**src/rtl/hamming15_syndrome_stage.sv**
```systemverilog
// Two-stage syndrome / error-locator pipeline for the Hamming(15,11) decoder.
// Define HAMMING_ERR_COUNT_EN to build the saturating nonzero-syndrome counter on err_count.
module hamming15_syndrome_stage #(
   parameter int N = 15,
   parameter int S = 4
) (
   input  logic         clk,
   input  logic         rst_n,
   input  logic         in_valid,
   output logic         in_ready,
   input  logic [N-1:0] in_word,
   output logic         out_valid,
   input  logic         out_ready,
   output logic [N-1:0] out_word,
   output logic [N-1:0] out_mask,
   output logic [S-1:0] out_syndrome,
   output logic [15:0]  err_count
);

   // Syndrome is the XOR of the 1-based positions of every set bit.
   function automatic logic [S-1:0] calc_syndrome(input logic [N-1:0] w);
      logic [S-1:0] s;
      s = '0;
      for (int k = 0; k < N; k++) begin
         if (w[k]) s = s ^ S'(k + 1);
      end
      return s;
   endfunction

   function automatic logic [N-1:0] decode_mask(input logic [S-1:0] s);
      logic [N-1:0] m;
      m = '0;
      for (int k = 0; k < N; k++) begin
         if (s == S'(k + 1)) m[k] = 1'b1;
      end
      return m;
   endfunction

   logic         v1;
   logic [N-1:0] w1;
   logic [S-1:0] s1;
   logic         v2;
   logic [N-1:0] w2;
   logic [S-1:0] s2;
   logic [N-1:0] m2;
   logic         en1;
   logic         en2;
   logic [S-1:0] syn_in;
   logic [N-1:0] mask_next;

   assign en2       = !v2 | out_ready;
   assign en1       = !v1 | en2;
   assign in_ready  = en1;
   assign syn_in    = calc_syndrome(in_word);
   assign mask_next = decode_mask(s1);

   always_ff @(posedge clk) begin
      if (!rst_n) begin
         v1 <= 1'b0;
         w1 <= '0;
         s1 <= '0;
      end else if (en1) begin
         v1 <= in_valid;
         w1 <= in_word;
         s1 <= syn_in;
      end
   end

   always_ff @(posedge clk) begin
      if (!rst_n) begin
         v2 <= 1'b0;
         w2 <= '0;
         s2 <= '0;
         m2 <= '0;
      end else if (en2) begin
         v2 <= v1;
         w2 <= w1;
         s2 <= s1;
         m2 <= mask_next;
      end
   end

   assign out_valid    = v2;
   assign out_word     = w2;
   assign out_syndrome = s2;
   assign out_mask     = m2;

`ifdef HAMMING_ERR_COUNT_EN
   logic [15:0] err_q;

   // Counts only words actually handed downstream, so stalled words are not recounted.
   always_ff @(posedge clk) begin
      if (!rst_n) begin
         err_q <= '0;
      end else if (v2 && out_ready && (s2 != '0) && (err_q != 16'hFFFF)) begin
         err_q <= err_q + 16'd1;
      end
   end

   assign err_count = err_q;
`else
   assign err_count = 16'h0000;
`endif

endmodule

```
**config.mk**
```make
export PLATFORM = sky130hd
export DESIGN_NAME = hamming15_syndrome_stage
export DESIGN_NICKNAME = d
export VERILOG_FILES = /design/src/rtl/hamming15_syndrome_stage.sv
export SDC_FILE = /design/constraint.sdc
export NUM_CORES = 1
export LEC_CHECK = 0
export BUFFER_PORTS_ARGS = -buffer_cell sky130_fd_sc_hd__buf_2
export CAP_MARGIN = 20
export CORE_MARGIN = 3
export CORE_UTILIZATION = 50
export DETAILED_ROUTE_END_ITERATION = 10
export HOLD_SLACK_MARGIN = 0.03
export PLACE_DENSITY_LB_ADDON = 0.25
export SLEW_MARGIN = 25
export SYNTH_ARGS = -nofsm -noshare
export SYNTH_HDL_FRONTEND = slang
export SYNTH_SLANG_ARGS = --single-unit
```
**constraint.sdc**
```tcl
create_clock -name clk -period 1.7 [get_ports clk]
set_input_delay 0.085 -clock clk [delete_from_list [all_inputs] [get_ports clk]]
set_output_delay 0.085 -clock clk [all_outputs]
set_load 0.03 [all_outputs]
```
; ---- Yosys cells after proc, flatten, opt, wreduce, memory -nomap -nowiden
; Index checks and enable logic that the tools add are counted.
[word_totals]
regBits = 55
inputBits = 19
out_inout_bits = 52
word_cells = 70
[classes]
eq_ne = 15
muxes = 30
n_bitwise = 16
reduce_logical = 2
[op_table]
columns = operator, n
row1 = "equality test 4 bit, second input constant", 8
row2 = two-way mux 4 bit, 8
row3 = "equality test 4 x 3 -> 1 bit, second input constant", 4
row4 = two-way mux 1 bit, 16
row5 = two-way mux 3 bit, 4
row6 = NOT 2 bit, 6
row7 = NOT 3 bit, 4
row8 = "equality test 4 x 2 -> 1 bit, second input constant", 2
row9 = "equality test 4 x 1 -> 1 bit, second input constant", 1
row10 = two-way mux 2 bit, 2
row11 = NOT 4 bit, 1
row12 = "NOT 1 bit, first input constant", 3
row13 = logical NOT 1 bit, 2
row14 = OR 1 bit, 2

; ---- Depth between registers and ports, before layout
; Gate-level depths: netlist (run 1).
[logic_depth]
depth_word = 26
mapped_depth = 6
mapped_depth_nobuf = 5

; ---- Worst setup path after synthesis (run 1)
; Ideal clock, no wire load.
[synth_path]
path_kind = register to register
from = register v2 (netlist: out_valid)
to = register w1[14]
setup_time_ns = 0.071
arrival_ns = 1.380
required_time_ns = 1.629
setup_slack_ns = 0.249
path_stages_with_launch = 7
path_buffers = 2
synth_period_minus_slack_ns = 1.451
path_cell_list = dfxtp_1 -> and2b_1 -> and2_1 -> buf_2 -> buf_2 -> nand2_1 -> a21oi_1
[synth_between]
elab_chain_cells = 3
[synth_rtl]
columns = element, line_no
row1 = from (decl), 42  ; logic v2;
row2 = from (signal assigned), 76  ; v2 <= v1;
row3 = logical NOT 1 bit, 51  ; assign en2 = !v2 | out_ready;
row4 = OR 1 bit, 51
row5 = OR 1 bit, 52  ; assign en1 = !v1 | en2;
row6 = to (signal assigned), 64  ; w1 <= in_word;
row7 = to (decl), 40  ; logic [N-1:0] w1;
; No other way between the ends.
; A chain may end at the register's enable or synchronous reset.

; ---- Worst setup path after layout (run 1)
[layout_path]
from = register v2 (netlist: out_valid)
to = output port in_ready
[layout_between]
elab_chain_cells = 3
[layout_rtl]
columns = element, line_no
row1 = logical NOT 1 bit, 51
row2 = OR 1 bit, 51
row3 = OR 1 bit, 52
row4 = to (decl), 10  ; output logic in_ready,
; No other way between the ends.

==> results of run 1 <==
-- state kept, by name, indices dropped and copies added (netlist names) --
| name | count |
|---|---|
| w1 | 15 |
| s1 | 4 |
| v1 | 1 |
| out_mask | 15 |
| out_word | 15 |
| out_syndrome | 4 |
| out_valid | 1 |
-- report_power, final --
group / switching [W] / leakage, nW / internal [W]
clock: 0.000407 / 0.0612 / 0.000477
sequential: 0.0000714 / 0.452 / 0.00138
combinational: 0.000361 / 0.711 / 0.000204
total: 0.000839 / 1.22 / 0.00206
-- stage by stage --
step                      worst slack (ns)  hold slack, ns  total power, W  instances
after floorplan                      0.249           0.206         0.00191        282
after global placement               0.407           0.311         0.00203        362
after detailed placement             0.356           0.308         0.00204        362
after CTS                           0.0903          0.0311         0.00293        371
after global routing                0.0476          0.0436         0.00302        371
final                                0.148          0.0422         0.00290        371
-- area by class of cell --
cell class / count / area (um^2)
Clock buffer: 6 / 82.6
Timing Repair Buffer: 64 / 354
Sequential cell: 55 / 1100
Multi-Input combinational cell: 190 / 1000
Tap cell: 50 / 62.6
Inverter: 4 / 15.0
Clock inverter: 2 / 35.0
Fill cell: 375 / 1520
-- layer usage --
metal / vias to the layer above / part of all wire (%) / track usage, %
met5: - / 0 / 0
met4: 0 / 1.1 / 7.38
met3: 5 / 5.4 / 3.72
met2: 49 / 47 / 30.4
met1: 863 / 46 / 23.3
li1: 950 / - / -
-- cells by family after synthesis --
| group | after synthesis |
|---|---|
| AOI/OAI and AO/OA | 56 |
| xor gates and xnor gates | 18 |
| buffers and inverters | 37 |
| DFF | 55 |
| other | 1 |
| and+or+nand+nor | 100 |
-- layout by cell type (no fill, tap or decap), drive strengths merged, types with 2 or more instances in the layout --
cell / instances
conb: 16
a22oi: 7
xnor2: 11
nor3: 4
nor2: 22
xnor3: 3
a21oi: 36
buf: 62
xor2: 4
clkbuf: 7
nand2: 68
dfxtp: 55
inv: 4
o21a: 2
a32oi: 8
and2: 2
-- repair_timing --
item                                    in CTS  in global routing
buffers inserted                             0                  0
endpoints found under the hold margin        1                  0
gates resized for setup                      0                  2
endpoints found under the setup margin       0                  1
hold buffers                                 1                  0
-- worst max path at each step --
| stage | endpoint | depth (start not counted) | startpoint |
|---|---|---|---|
| floorplan | w1[14]$_SDFFE_PN0P_ | 6 | out_valid$_SDFFE_PN0P_ |
| global placement | out_mask[13]$_SDFFE_PN0P_ | 5 | out_valid$_SDFFE_PN0P_ |
| detailed placement | out_mask[13]$_SDFFE_PN0P_ | 5 | out_valid$_SDFFE_PN0P_ |
| CTS | in_ready | 5 | out_valid$_SDFFE_PN0P_ |
| global route | in_ready | 5 | out_valid$_SDFFE_PN0P_ |
| finish | in_ready | 5 | out_valid$_SDFFE_PN0P_ |
-- critical path, delay by kind of cell (launching register included) --
family                 cells  cell delay, ns
DFF                        1            0.33
buffers and inverters      3            0.47
and+or+nand+nor            2            0.36
==> impl_metrics.tcl, run 1 <==
set metrics [dict create \
    r2r_cells 5 \
    drt_iter0_drc 113 \
    crit_path_start_kind "flop" \
    reg2reg_slack_ns 0.35 \
    area_delta_synth_final_pct 17.5 \
    layout.nets 339 \
    min_period_ns 1.55 \
    rsz0062_at_grt "no" \
    grt_pass1_vias 1738 \
    ios 71 \
    cts_root_buf "clkbuf_8" \
    ant_nets 0 \
    crit_slowest_cell "dfxtp_1" \
    power_density_nw_per_um2 1090 \
    initial_core_util_pct 54.1 \
    outcome "completed" \
    gp_congestion 0.776 \
    required_ns 1.62 \
    synth_top_family_by_area "simple AND/OR/NAND/NOR gates" \
    hp-start "in_word[8]" \
    path_clk_slew_ns 0.09 \
    vias 1867 \
    synth_top_area_cell "dfxtp_1" \
    cts_made_buffers 5 \
    synth-compound-area-share_pct 15.0 \
    final_cell_area_um2 2650 \
    yosysSeqAreaShare_pct 48.8 \
    syn_inst 267 \
    via_per_inst 5.03 \
    dieWidth_um 73.2 \
    wl_mm 4.73 \
    synthAdderAreaFrac_pct 0 \
    synth_simple_gate_area_share_pct 17.6 \
    synth_edf_count 0 \
    worstPathCellList "and2b_1 > and2_1 > inv_1 > buf_6 > clkbuf_4" \
    avgSynthCellArea_um2 8.46 \
    antenna_found_initial 0 \
    yosysMostFrequentCell "nand2_1" \
    grt_pass1_wl_mm 7.75 \
    crit_fanout 21 \
    synth-seq-cells 55 \
    setup_viol 0 \
    hold_path_class "primary input to flop" \
    reg2reg_from "out_valid$_SDFFE_PN0P_" \
    maxCapViolCount 0 \
    grt_max_degree 29 \
    finish.utilization_pct 63.6 \
    yosys_warnings 0 \
    io_buffers 54 \
    synthXorXnorAreaFrac_pct 9.14 \
    hold_viol_final 0 \
    synth_top_flop_cell "dfxtp_1" \
    clockBufferDepth 2 \
    skew_ns 0.00566 \
    die_h_um 73.2 \
    die-area_um2 5360 \
    ir_drop_mv 0.650 \
    p_leak_nw 1.22 \
    postSynth.asyncResetShare_pct 0 \
    drc 0 \
    slew_viol_final 0 \
    diodes 0 \
    wl_per_cell_um 12.7 \
    critPathCaptureType "output port" \
    placed_area_um2 2520 \
    syn-cell-area_um2 2260 \
    max_clock_freq_mhz 644 \
    rows 23 \
    cts.sinks 55 \
    cts_max_level 2 \
    first_pass_iters 4 \
    drive_gt1_share_pct 22.7 \
    min_path_cells 3 \
    synth.top_cell.area_share_pct 48.8 \
    place_hpwl_mm 3.42 \
    critPathArrivalTime_ns 1.47 \
    critPathKind "flop to output port" \
    ys_types 27 \
    cts_tree "done" \
    r2r_end "out_mask[13]$_SDFFE_PN0P_" \
    synthTopCellsByArea "dfxtp_1, nand2_1, a21oi_1" \
    grtUsageTotal_pct 18.4 \
    hold_end "w1[8]$_SDFFE_PN0P_" \
    setup_tns_ns 0 \
    cpPeakStageDelay_ns 0.33 \
    core-area_um2 4170 \
    synthMuxAreaShare_pct 0 \
    grt.overflow.total 0 \
    synth_commonest_cells "nand2_1, dfxtp_1, a21oi_1" \
    finalCritPeriodShare_pct 91.3 \
    clock_latency_ns 0.30 \
]
No activity file was read; power rests on OpenSTA's default activity.
==> run 2, diff against run 1 <==
--- a/config.mk
+++ b/config.mk
@@ -6,8 +6,6 @@
 export NUM_CORES = 1
 export LEC_CHECK = 0
 export BUFFER_PORTS_ARGS = -buffer_cell sky130_fd_sc_hd__buf_2
-export CAP_MARGIN = 20
-export CORE_MARGIN = 3
 export CORE_UTILIZATION = 50
 export DETAILED_ROUTE_END_ITERATION = 10
 export HOLD_SLACK_MARGIN = 0.03
==> impl_metrics.tcl, run 2 (synthesized netlist as in run 1, its figures left out) <==
set metrics [dict create \
    gp_congestion 0.801 \
    outcome "completed" \
    dieWidth_um 69.2 \
    post-place-ws_ns 0.349 \
    reg2reg_from "out_valid$_SDFFE_PN0P_" \
    rows 24 \
    antenna_found_initial 0 \
    core-area_um2 4350 \
    setup_viol 0 \
    cts_max_level 2 \
    worst_slew_pin_slew_ns 0.517 \
    crit_cells 5 \
    hold_path_class "primary input to flop" \
    r2r_cells 5 \
    initial_core_util_pct 51.9 \
    crit_buf_inv 3 \
    ir_drop_mv 0.651 \
    cts_root_buf "clkbuf_8" \
    worstSetupStartpoint "out_valid$_SDFFE_PN0P_" \
    grt.overflow.total 0 \
    instances_no_fill 376 \
    finalCritPeriodShare_pct 93.9 \
    crit_fanout 21 \
    cts_made_buffers 5 \
    hold_viol_final 0 \
    rsz0062_at_grt "no" \
    reg2reg_slack_ns 0.30 \
    skew_ns 0.00591 \
    power_w 0.00274 \
    vias 1857 \
    ant_nets 0 \
    cpPeakStageDelay_ns 0.34 \
    first_pass_iters 4 \
    diodes 0 \
    required_ns 1.62 \
    grt_pass1_vias 1622 \
    mostFrequentLayoutCells "nand2_1, dfxtp_1, buf_2" \
    crit_path_start_kind "flop" \
    layout.nets 342 \
    die_h_um 69.2 \
    slew_headroom_pct 65.4 \
    wl_per_cell_um 12.3 \
    cp-endpoint "in_ready" \
    crit_slowest_cell "dfxtp_1" \
    min_period_ns 1.60 \
    die-area_um2 4790 \
    cts_tree "done" \
    finish.utilization_pct 61.3 \
    path_clk_slew_ns 0.10 \
    setup_tns_ns 0 \
    io_buffers 54 \
    final_common_cell "nand2_1" \
    grt_pass1_wl_mm 7.76 \
    p_leak_nw 1.22 \
    clock_latency_ns 0.31 \
    power_density_nw_per_um2 1030 \
    wl_mm 4.61 \
    drc 0 \
    place_hpwl_mm 3.21 \
    maxCapViolCount 0 \
    r2r_end "out_mask[12]$_SDFFE_PN0P_" \
    drt_iter0_drc 166 \
    cts.sinks 55 \
    dp_cells 364 \
    max_clock_freq_mhz 626 \
    critPathKind "flop to output port" \
    via_per_inst 4.94 \
    critPathArrivalTime_ns 1.51 \
    clockBufferDepth 2 \
    critPathCaptureType "output port" \
    slew_viol_final 0 \
    cts_setup_buffers 0 \
    worstPathCellList "and2b_1 > and2_1 > inv_1 > buf_6 > clkbuf_4" \
    setup_ws_ns 0.103 \
    area_delta_synth_final_pct 18.2 \
    critPathTopFamily "buffers and inverters" \
    drive_gt1_share_pct 22.5 \
    grt_max_degree 27 \
    ios 71 \
    grtUsageTotal_pct 20.2 \
]
## run 2: power by group
group	total [W]	switching (W)	internal, W
clock network	0.000716	0.000429	0.000287
logic	0.000577	0.000365	0.000212
registers	0.00145	0.0000683	0.00138
total	0.00274	0.000862	0.00188
## run 2: worst min-delay path: stages
cell and delay, ns:
buf_2 0.12, nand2_1 0.05, a21oi_1 0.05
## run 2: worst min path at each step
stage,from,to,slack (ns),cells after the start
3_5_place_dp,in_valid,v1$_SDFFE_PN0P_,0.32,3
6_report,in_word[3],w1[3]$_SDFFE_PN0P_,0.04,3
5_1_grt,in_word[3],w1[3]$_SDFFE_PN0P_,0.04,3
2_1_floorplan,in_valid,v1$_SDFFE_PN0P_,0.21,2
4_1_cts,in_word[2],w1[2]$_SDFFE_PN0P_,0.03,3
3_3_place_gp,in_valid,v1$_SDFFE_PN0P_,0.31,3
## run 2: through the flow
stage / hold slack [ns] / instance area [um^2]
floorplan: 0.206 / 2310
global placement: 0.314 / 2530
detailed placement: 0.319 / 2530
CTS: 0.0320 / 2660
global route: 0.0404 / 2670
finish: 0.0389 / 2670
## run 2: cell type report
class / instances / area [um^2]
inverters: 4 / 15.0
clock inverters: 3 / 20.0
flip-flops and latches: 55 / 1100
fillers: 401 / 1680
repair buffers: 67 / 397
multi-input cells: 190 / 1000
clock buffers: 5 / 68.8
well taps: 52 / 65.1
## run 2: timing repair
item | 4_1_cts | 5_1_grt
endpoints found under the setup margin | 0 | 1
hold endpoints to repair | 4 | 0
gates resized for setup | 0 | 2
hold buffers | 4 | 0
## run 2: routing by layer
layer	track usage (%)	wire, um	vias up	part of all wire [%]
li1	-	-	951	-
met1	29.3	2180	823	47
met2	28.5	2030	75	44
met3	5.38	322	8	7.0
met4	8.16	78	0	1.7
met5	0	0	-	0
